`src/rtl/palette_pkg.sv`:
```
// Shared definitions for the palette sequencer: the power-on palette and FSM states.
package palette_pkg;

    localparam int PAL_ROM_N = 16;

    // Power-on palette contents; entry i of a deeper palette repeats entry i % 16.
    localparam logic [15:0] DEFAULT_PALETTE [PAL_ROM_N] = '{
        16'hF801, 16'h07E0, 16'h001F, 16'hFFFF,
        16'hF000, 16'h0F00, 16'h00F0, 16'h000F,
        16'hFF00, 16'h0FF0, 16'h00FF, 16'hF00F,
        16'hF807, 16'hFC03, 16'hFE01, 16'hA5A5
    };

    typedef enum logic {
        SEQ_MANUAL,
        SEQ_AUTO
    } seq_state_t;

    function automatic logic [15:0] default_color(input int i);
        return DEFAULT_PALETTE[i % PAL_ROM_N];
    endfunction

endpackage

```
`src/rtl/palette_sequencer_btn_debounce.sv`:
```
// Button conditioner: two-flop synchroniser, run-length debounce, rising-edge pulse.
module btn_debounce
    import palette_pkg::*;
#(
    parameter int DEBOUNCE_CYC = 4
) (
    input  logic clk,
    input  logic reset,
    input  logic btn_raw,
    output logic btn_rise
);

    localparam int CNT_W = (DEBOUNCE_CYC > 1) ? $clog2(DEBOUNCE_CYC) : 1;
    localparam logic [CNT_W-1:0] CNT_LAST = CNT_W'(DEBOUNCE_CYC - 1);

    logic             sync_1;
    logic             sync_2;
    logic             level;
    logic [CNT_W-1:0] cnt;
    logic             flip;

    // The level flips on the DEBOUNCE_CYC-th consecutive sample that disagrees with it.
    assign flip = (sync_2 != level) && (cnt == CNT_LAST);

    // Bring the raw pin into the clk domain.
    always_ff @(posedge clk or negedge reset) begin
        if (!reset) begin
            sync_1 <= 1'b0;
            sync_2 <= 1'b0;
        end else begin
            sync_1 <= btn_raw;
            sync_2 <= sync_1;
        end
    end

    // Count disagreeing samples; any agreeing sample restarts the run.
    always_ff @(posedge clk or negedge reset) begin
        if (!reset) begin
            cnt   <= '0;
            level <= 1'b0;
        end else if (sync_2 == level) begin
            cnt <= '0;
        end else if (flip) begin
            cnt   <= '0;
            level <= sync_2;
        end else begin
            cnt <= cnt + CNT_W'(1);
        end
    end

    // One-cycle event on the debounced press only; release produces nothing.
    always_ff @(posedge clk or negedge reset) begin
        if (!reset) begin
            btn_rise <= 1'b0;
        end else begin
            btn_rise <= flip && sync_2;
        end
    end

endmodule

```
`src/rtl/palette_sequencer.sv`:
```
// Colour-palette sequencer: debounced next/prev, timed auto-advance, writable palette,
// registered colour output with a reload pulse for the fill engine.
//
// state      | meaning
// SEQ_MANUAL | steps only on button events, timer parked at its reload value
// SEQ_AUTO   | timer runs, terminal count issues a forward step
module palette_sequencer
    import palette_pkg::*;
#(
    parameter int  COLOR_W      = 16,
    parameter int  DEPTH        = 16,
    parameter int  DEBOUNCE_CYC = 4,
    parameter int  AUTO_PERIOD  = 1024,
    localparam int IDX_W        = $clog2(DEPTH)
) (
    input  logic               clk,
    input  logic               reset,
    input  logic               btn_next,
    input  logic               btn_prev,
    input  logic               auto_en,
    input  logic               wr_en,
    input  logic [IDX_W-1:0]   wr_addr,
    input  logic [COLOR_W-1:0] wr_data,
    output logic [COLOR_W-1:0] color_out,
    output logic [IDX_W-1:0]   index_out,
    output logic               color_valid,
    output logic               wrap
);

    localparam int               TMR_W    = $clog2(AUTO_PERIOD);
    localparam logic [TMR_W-1:0] TMR_LOAD = TMR_W'(AUTO_PERIOD - 1);
    localparam logic [IDX_W-1:0] IDX_LAST = IDX_W'(DEPTH - 1);

    seq_state_t         state_q;
    seq_state_t         state_d;
    logic               ev_next;
    logic               ev_prev;
    logic               tick;
    logic               manual_ev;
    logic               step_fwd;
    logic               step_bwd;
    logic               wr_ok;
    logic [IDX_W-1:0]   idx_new;
    logic               wrap_new;
    logic [COLOR_W-1:0] color_d;
    logic               valid_d;
    logic [TMR_W-1:0]   timer;
    logic [COLOR_W-1:0] pal [DEPTH];

    btn_debounce #(.DEBOUNCE_CYC(DEBOUNCE_CYC)) u_dbn_next (
        .clk      (clk),
        .reset    (reset),
        .btn_raw  (btn_next),
        .btn_rise (ev_next)
    );

    btn_debounce #(.DEBOUNCE_CYC(DEBOUNCE_CYC)) u_dbn_prev (
        .clk      (clk),
        .reset    (reset),
        .btn_raw  (btn_prev),
        .btn_rise (ev_prev)
    );

    assign wr_ok = wr_en && (int'(wr_addr) < DEPTH);

    // Mode register follows auto_en one cycle late.
    always_ff @(posedge clk or negedge reset) begin
        if (!reset) begin
            state_q <= SEQ_MANUAL;
        end else begin
            state_q <= state_d;
        end
    end

    // Next mode, step resolution and the colour that the next edge will present.
    always_comb begin
        state_d   = auto_en ? SEQ_AUTO : SEQ_MANUAL;
        tick      = (state_q == SEQ_AUTO) && (timer == '0);
        manual_ev = ev_next || ev_prev;
        // Simultaneous next and prev cancel; prev wins over a timer tick.
        step_bwd  = ev_prev && !ev_next;
        step_fwd  = !ev_prev && (ev_next || tick);
        idx_new   = index_out;
        wrap_new  = 1'b0;
        color_d   = color_out;
        valid_d   = 1'b0;

        if (step_fwd) begin
            if (index_out == IDX_LAST) begin
                idx_new  = '0;
                wrap_new = 1'b1;
            end else begin
                idx_new = index_out + IDX_W'(1);
            end
        end else if (step_bwd) begin
            if (index_out == '0) begin
                idx_new  = IDX_LAST;
                wrap_new = 1'b1;
            end else begin
                idx_new = index_out - IDX_W'(1);
            end
        end

        // A write landing on the entry about to be shown goes straight through.
        if (step_fwd || step_bwd) begin
            color_d = (wr_ok && (wr_addr == idx_new)) ? wr_data : pal[idx_new];
            valid_d = 1'b1;
        end else if (wr_ok && (wr_addr == index_out)) begin
            color_d = wr_data;
            valid_d = 1'b1;
        end
    end

    // Auto-advance down-counter; parked in manual mode and restarted by any button event.
    always_ff @(posedge clk or negedge reset) begin
        if (!reset) begin
            timer <= TMR_LOAD;
        end else if ((state_q == SEQ_MANUAL) || manual_ev || tick) begin
            timer <= TMR_LOAD;
        end else begin
            timer <= timer - TMR_W'(1);
        end
    end

    // Palette storage; out-of-range writes are dropped by wr_ok.
    always_ff @(posedge clk or negedge reset) begin
        if (!reset) begin
            for (int i = 0; i < DEPTH; i++) begin
                pal[i] <= COLOR_W'(default_color(i));
            end
        end else if (wr_ok) begin
            pal[wr_addr] <= wr_data;
        end
    end

    // Registered index, colour and the two one-cycle pulses.
    always_ff @(posedge clk or negedge reset) begin
        if (!reset) begin
            index_out   <= '0;
            color_out   <= COLOR_W'(default_color(0));
            color_valid <= 1'b0;
            wrap        <= 1'b0;
        end else begin
            index_out   <= idx_new;
            color_out   <= color_d;
            color_valid <= valid_d;
            wrap        <= wrap_new;
        end
    end

endmodule
```
`config.mk`:
```
export PLATFORM = sky130hd
export DESIGN_NAME = palette_sequencer
export DESIGN_NICKNAME = d
export VERILOG_FILES = /design/src/rtl/palette_pkg.sv /design/src/rtl/palette_sequencer_btn_debounce.sv /design/src/rtl/palette_sequencer.sv
export SDC_FILE = /design/constraint.sdc
export NUM_CORES = 1
export LEC_CHECK = 0
export CORE_AREA = 2 2 193 138
export DETAILED_ROUTE_END_ITERATION = 10
export DIE_AREA = 0 0 195 140
export GPL_TIMING_DRIVEN = 0
export PLACE_DENSITY = 0.73
export RECOVER_POWER = 100
export SLEW_MARGIN = 20
export SYNTH_ARGS = -nofsm -noshare
export SYNTH_HDL_FRONTEND = slang
export SYNTH_HIERARCHICAL = 1
export SYNTH_SLANG_ARGS = --single-unit
```
`constraint.sdc`:
```
create_clock -name clk -period 4.12 [get_ports clk]
set_input_delay 0.824 -clock clk [delete_from_list [all_inputs] [get_ports clk]]
set_output_delay 0.824 -clock clk [all_outputs]
set_load 0.03 [all_outputs]
```
==> results.py, run 1 <==
metrics = {
    "timing": {
        "fin_setup_tns_ns": 0,
        "rsz0062_at_grt": "false",
        "finalCriticalPeriod_ns": 3.94,
        "fin_ws_ns": 0.180,
        "fin_skew_ns": 0.0246,
        "slew_violations": 42,
        "hold_viol_final": 0,
        "tightestPinTransition_ns": 2.39,
        "setup_viol": 0,
        "clock.fmax_mhz": 254,
        "min_period_over_period_pct": 95.6,
        "slew-limit-headroom_pct": -59.4,
    },
    "yosys": {
        "synth_top_area_share_pct": 30.5,
        "ys.flop_type": "dfrtp_1",
        "yosysWarningCount": 6,
        "synth-seq-cells": 301,
        "syn-num-nets": 1186,
        "ys_async_sr_fraction_pct": 100,
        "synth_top_area_cell": "dfrtp_1",
        "ys_seq_area_share_pct": 54.5,
        "synth_area_per_cell_um2": 12.2,
        "synthTopCellsByArea": "dfrtp_1 (30%), dfstp_2 (24%), mux2_2 (20%), mux2i_1 (4.3%), nand2_1 (3.6%)",
        "synth_edf_count": 0,
        "syn_area_um2": 14100,
        "synth_cell_types": 62,
        "syn-instance-count": 1154,
    },
    "run": {
        "maxCapViolations": 1,
    },
    "placed_design": {
        "port_buffers": 46,
        "place_inst": 1534,
        "routabilityCongestion": 0.879,
        "place_ws_ns": -0.000112,
        "hpwlAfterDp_um": 25600,
    },
    "critical_path": {
        "endpoint_kind": "flip-flop",
        "startpoint": "timer[5]",
        "required_ns": 4.62,
        "crit_cells": 11,
        "r2r_slack_ns": 0.18,
        "path_common_cell": "buf_6",
        "crit_end": "color_out[13]",
        "critPathSlowestCell": "mux2i_4",
        "slowest_delay_ns": 0.56,
        "r2r_end": "color_out[13]",
        "path_max_fanout": 10,
        "path_delay_family": "simple AND/OR/NAND/NOR gates",
        "critical_path_class": "reg -> reg",
        "cp-start-kind": "flip-flop",
        "cp_cell_sequence": "or4_4, buf_6, o41a_2, nor2_4, mux2i_4, clkinv_2, xnor2_1, nand4_4, o211a_4, buf_6, a31oi_1",
        "worstReg2RegStart": "timer[5]",
        "crit_arrival_ns": 4.44,
        "reg2regPathDepth": 11,
        "cp_num_buf_inv": 3,
    },
    "finish": {
        "n_antenna_cell": 0,
        "final_nets": 1266,
        "utilization_pct": 63.2,
        "drive_gt1_share_pct": 38.3,
        "fillCellCount": 2046,
        "area_growth_pct": 13.5,
        "seq_area_um2": 7690,
        "instances_no_fill": 1588,
        "multi_input_area_um2": 5980,
    },
    "drt": {
        "totalWireLength_um": 37400,
        "vias": 9784,
        "drt_iter0_drc": 848,
        "drc": 0,
        "ant_nets": 0,
        "first_pass_iters": 5,
        "wl_per_cell_um": 23.6,
        "viasPerCell": 6.16,
    },
    "power_and_ir_drop": {
        "p_total_w": 0.0113,
        "p_int_w": 0.00709,
        "irDropWorstVdd_uv": 441,
        "combinationalPowerShare_pct": 37.1,
        "p_leak_nw": 6.80,
        "power.share.clock_pct": 24.5,
        "power.density_nw_per_um2": 703,
        "p_switching_w": 0.00418,
        "seq_power_share_pct": 38.4,
        "p_sw_share_pct": 37.1,
    },
    "clock_tree": {
        "cts_tree": "built",
        "htree_num_levels": 1,
        "clk_path_buf_depth": 3,
        "cts.sinks": 301,
        "postCtsSetupRepairBufs": 0,
        "cts_made_buffers": 29,
        "cts_hold_buf": 0,
        "clkTransAtPathRegs_ns": 0.06,
        "worst_skew_pair.late_latency_ns": 0.58,
        "root_buffer": "clkbuf_16",
    },
    "grt": {
        "grt_max_degree": 97,
        "grt_pass1_wl_um": 58100,
        "grt_use_total_pct": 27.8,
        "grt_pass1_vias": 9702,
        "grt-ovfl-total": 0,
        "antenna_found_initial": 0,
    },
    "floorplan": {
        "die_w_um": 195,
        "core.rowCount": 49,
        "die_area_um2": 27300,
        "initial_core_util_pct": 55.7,
        "io_pins": 48,
        "core_area_um2": 25400,
        "die_height_um": 140,
    },
    "worst_hold_path": {
        "min_path_type": "reg -> reg",
    },
    "outcome": {
        "outcome": "finished, violations left",
        "violations": "max-capacitance violations, max-slew violations",
    },
}
==> timing repair <==
item / CTS / global route
endpoints found under the setup margin: 3 / 0
gates resized for setup: 1 / 0
endpoints found under the hold margin: 0 / 0
==> per-layer routing <==
layer | track usage (%) | wire length, um
met1 | 43.3 | 17800
met2 | 40.1 | 16100
met3 | 5.01 | 2670
met4 | 7.31 | 859
met5 | 0 | 0
==> placed cells by master, fill, tap and decap left out, drive strengths merged, types with 6 or more instances in the layout <==
| cell type | count |
|---|---|
| nor2 | 57 |
| ha | 6 |
| a222oi | 7 |
| mux2i | 61 |
| o21ai | 15 |
| clkbuf | 98 |
| buf | 29 |
| nand4 | 9 |
| xnor2 | 10 |
| inv | 13 |
| nand2 | 138 |
| a32oi | 14 |
| or3 | 6 |
| clkinv | 9 |
| nand2b | 6 |
| dfrtp | 172 |
| xor2 | 6 |
| clkdlybuf4s50 | 19 |
| dlygate4sd3 | 26 |
| mux2 | 257 |
| dfstp | 129 |
| o2111ai | 8 |
| a21oi | 10 |
| o22ai | 17 |
| a31oi | 26 |
| nand3 | 60 |
==> metrics by stage <==
step / area (um2) / hold slack (ns)
6_report: 16000 / 0.349
5_1_grt: 16000 / 0.350
4_1_cts: 16100 / 0.135
3_5_place_dp: 15100 / 0.346
3_3_place_gp: 15000 / 0.336
2_1_floorplan: 14100 / 0.331
==> layout make-up <==
cell class / count / area share [%]
sequential: 301 / 48.0
inverter: 14 / 0.382
timing repair buffer: 49 / 3.22
multi-input combinational: 759 / 37.3
clock inverter: 11 / 0.905
tap: 331 / 2.58
buffer: 80 / 2.35
clock buffer: 43 / 5.23
==> flip-flops by register name, indices dropped and copies added (netlist names) <==
| register | count |
|---|---|
| u_dbn_next/cnt | 2 |
| u_dbn_prev/btn_rise | 1 |
| u_dbn_next/sync_1 | 1 |
| timer | 10 |
| color_valid | 1 |
| u_dbn_prev/sync_1 | 1 |
| pal | 256 |
| wrap | 1 |
| color_out | 16 |
| u_dbn_next/btn_rise | 1 |
| u_dbn_prev/cnt | 2 |
| u_dbn_prev/level | 1 |
| u_dbn_next/sync_2 | 1 |
| u_dbn_prev/sync_2 | 1 |
| u_dbn_next/level | 1 |
| state_q | 1 |
| index_out | 4 |
==> cells in the mapped netlist (5+ instances only) <==
master,number
o21ai_0,14
inv_1,10
mux2_2,257
nand2b_1,6
dfstp_2,129
or3_1,6
xor2_1,6
o22ai_1,16
buf_2,20
dfrtp_1,172
nand2_1,137
o2111ai_1,8
nor2_1,51
a222oi_1,7
a31oi_1,26
buf_6,5
nand4_1,8
nand3_1,60
nor3b_1,5
ha_1,6
xnor2_1,9
mux2i_1,60
a32oi_1,13
clkbuf_1,47
a21oi_1,10
==> worst register-to-register path, cell delays in order (launching register included) <==
cell,delay [ns]
dfstp_1,0.39
or4_4,0.54
buf_6,0.15
o41a_2,0.53
nor2_4,0.17
mux2i_4,0.56
clkinv_2,0.38
xnor2_1,0.33
nand4_4,0.24
o211a_4,0.26
buf_6,0.16
a31oi_1,0.17
==> power by group through the flow <==
stage	sequential (W)	combinational (W)	clock, W
detailed placement	0.00436	0.00415	0
CTS	0.00432	0.00418	0.00281
global placement	0.00433	0.00406	0
global route	0.00441	0.00446	0.00295
finish	0.00432	0.00418	0.00277
floorplan	0.00442	0.00259	0
==> worst min-delay path by stage <==
stage | cells after the start | endpoint | slack [ns] | from
5_1_grt | 0 | u_dbn_next/sync_2 | 0.35 | u_dbn_next/sync_1
2_1_floorplan | 0 | u_dbn_next/sync_2 | 0.33 | u_dbn_next/sync_1
4_1_cts | 1 | u_dbn_next/sync_2 | 0.13 | reset
3_3_place_gp | 0 | u_dbn_next/sync_2 | 0.34 | u_dbn_next/sync_1
3_5_place_dp | 0 | u_dbn_next/sync_2 | 0.35 | u_dbn_next/sync_1
6_report | 0 | u_dbn_next/sync_2 | 0.35 | u_dbn_next/sync_1
==> cells by family after synthesis <==
logic type	Yosys count	synth area share, %
AOI/OAI and AO/OA	114	5.94
adders and majority gates	6	0.531
xor gates and xnor gates	16	1.05
muxes	318	24.8
DFF	301	54.5
buffers and inverters	94	3.11
and+or+nand+nor	305	10.1
(Power assumes the default switching activity.)
==> run 2: changes to the inputs <==
--- a/config.mk
+++ b/config.mk
@@ -10,7 +10,7 @@
 export DIE_AREA = 0 0 195 140
 export GPL_TIMING_DRIVEN = 0
 export PLACE_DENSITY = 0.73
-export RECOVER_POWER = 100
+export RECOVER_POWER = 25
 export SLEW_MARGIN = 20
 export SYNTH_ARGS = -nofsm -noshare
 export SYNTH_HDL_FRONTEND = slang
==> results.py, run 2 (same netlist as run 1, synthesis figures left out) <==
metrics = {
    "clock_tree": {
        "cts_made_buffers": 29,
        "clkTransAtPathRegs_ns": 0.06,
        "root_buffer": "clkbuf_16",
        "cts.sinks": 301,
        "worst_skew_pair.late_latency_ns": 0.58,
        "postCtsSetupRepairBufs": 0,
        "htree_num_levels": 1,
        "clk_path_buf_depth": 3,
        "cts_tree": "built",
    },
    "outcome": {
        "outcome": "finished, violations left",
        "violations": "max-capacitance violations, max-slew violations",
    },
    "critical_path": {
        "slowest_delay_ns": 0.57,
        "crit_arrival_ns": 4.39,
        "cp_cell_sequence": "or4_4, buf_6, o41a_4, nor2_4, mux2i_4, clkinv_2, xnor2_1, nand4_4, o211a_4, buf_6, a31oi_1",
        "path_common_cell": "buf_6",
        "critPathSlowestCell": "mux2i_4",
        "endpoint_kind": "flip-flop",
        "critical_path_class": "reg -> reg",
        "path_max_fanout": 10,
        "r2r_slack_ns": 0.23,
        "required_ns": 4.62,
        "cp-start-kind": "flip-flop",
        "reg2regPathDepth": 11,
    },
    "drt": {
        "ant_nets": 0,
        "drt_iter0_drc": 858,
        "first_pass_iters": 5,
        "viasPerCell": 6.19,
        "drc": 0,
        "vias": 9836,
        "wl_per_cell_um": 23.6,
        "totalWireLength_um": 37500,
    },
    "finish": {
        "final_cell_mix": "mux2_2 (257), dfrtp_1 (172), nand2_1 (137)",
        "top_register": "pal",
        "area_growth_pct": 13.6,
        "utilization_pct": 63.2,
        "final_area_um2": 16000,
        "reg_top3": "pal x256, color_out x16, timer x10",
        "instances_no_fill": 1588,
        "final_common_cell": "mux2_2",
        "n_antenna_cell": 0,
        "largest_register_ffs": 256,
        "final_nets": 1266,
        "drive_gt1_share_pct": 38.8,
    },
    "timing": {
        "rsz0062_at_grt": "false",
        "slew-limit-headroom_pct": -58.9,
        "fin_skew_ns": 0.0204,
        "slew_violations": 42,
        "finalCriticalPeriod_ns": 3.89,
        "tightestPinTransition_ns": 2.38,
        "clock.fmax_mhz": 257,
        "min_period_over_period_pct": 94.3,
        "setup_viol": 0,
        "hold_viol_final": 0,
        "hold_ws_ns": 0.349,
    },
    "grt": {
        "grt-ovfl-total": 0,
        "grt_pass1_wl_um": 58100,
        "grt_max_degree": 97,
        "antenna_found_initial": 0,
        "grt_pass1_vias": 9702,
        "grt_use_total_pct": 27.8,
    },
    "placed_design": {
        "port_buffers": 46,
        "postPlaceCellArea_um2": 15100,
        "hpwlAfterDp_um": 25600,
        "place_inst": 1534,
        "routabilityCongestion": 0.879,
    },
    "floorplan": {
        "die_area_um2": 27300,
        "io_pins": 48,
        "die_w_um": 195,
        "core_area_um2": 25400,
        "core.rowCount": 49,
        "initial_core_util_pct": 55.7,
        "die_height_um": 140,
    },
    "power_and_ir_drop": {
        "irDropWorstVdd_uv": 466,
        "p_leak_nw": 6.80,
        "power.density_nw_per_um2": 706,
        "p_total_w": 0.0113,
    },
    "worst_hold_path": {
        "min_path_type": "reg -> reg",
        "min_path_cells": 0,
    },
    "run": {
        "maxCapViolations": 1,
    },
}
-- run 2: cell count changes in the layout (fill, tap and decap cells not counted), sizes merged --
cell / previous run / this run
buf: 29 / 36
clkbuf: 98 / 91
clkdlybuf4s50: 19 / 42
dlygate4sd3: 26 / 3
-- run 2: repair_timing --
item,4_1_cts,5_1_grt
endpoints found under the setup margin,3,0
endpoints found under the hold margin,0,0
resized for setup,1,0
hold buffers,0,0
-- run 2: critical path, delay by kind of cell (launching register included) --
family                 cells  cell delay, ns
AND/OR/NAND/NOR            3            0.93
multiplexers               1            0.57
flip-flops                 1            0.38
XOR/XNOR                   1            0.33
AO/OA/AOI/OAI              3            0.91
buffers and inverters      3            0.68
-- run 2: per-stage QoR --
step / TNS (ns) / setup WS, ns
global placement: -2658.48 / -10.54
finish: 0 / 0.234
global route: 0 / 0.0946
CTS: 0 / 0.316
detailed placement: -0.000112 / -0.000112
floorplan: 0 / 0.994
-- run 2: layout make-up --
class	instances	area, um2
Buffer	80	378
Clock buffer	43	838
Clock inverter	11	145
Fill cell	2043	9340
Inverter	14	61.3
Multi-Input combinational cell	759	6000
Sequential cell	301	7690
Tap cell	331	414
Timing Repair Buffer	49	517
-- run 2: path summary, 6_finish.rpt --
kind / from / to
min in group asynchronous: reset / u_dbn_next/sync_2
hold / removal: u_dbn_next/sync_1 / u_dbn_next/sync_2
max in group asynchronous: reset / pal[214]
setup / recovery: timer[5] / color_out[13]
hold reg to reg: u_dbn_next/sync_1 / u_dbn_next/sync_2
setup reg to reg: timer[5] / color_out[13]
-- run 2: power breakdown --
part	switching [W]	internal, W	total (W)	leakage (nW)
sequential	0.000439	0.00389	0.00433	3.46
clock	0.00117	0.00160	0.00277	0.490
combinational	0.00258	0.00164	0.00422	2.85
total	0.00419	0.00713	0.0113	6.80
-- run 2: layer usage --
metal / GRT usage (%) / routed length (um) / vias to the layer above
met5: 0 / 0 / -
li1: - / - / 4291
met3: 5.01 / 2610 / 63
met4: 7.31 / 941 / 0
met2: 40.1 / 15900 / 355
met1: 43.3 / 18000 / 5127
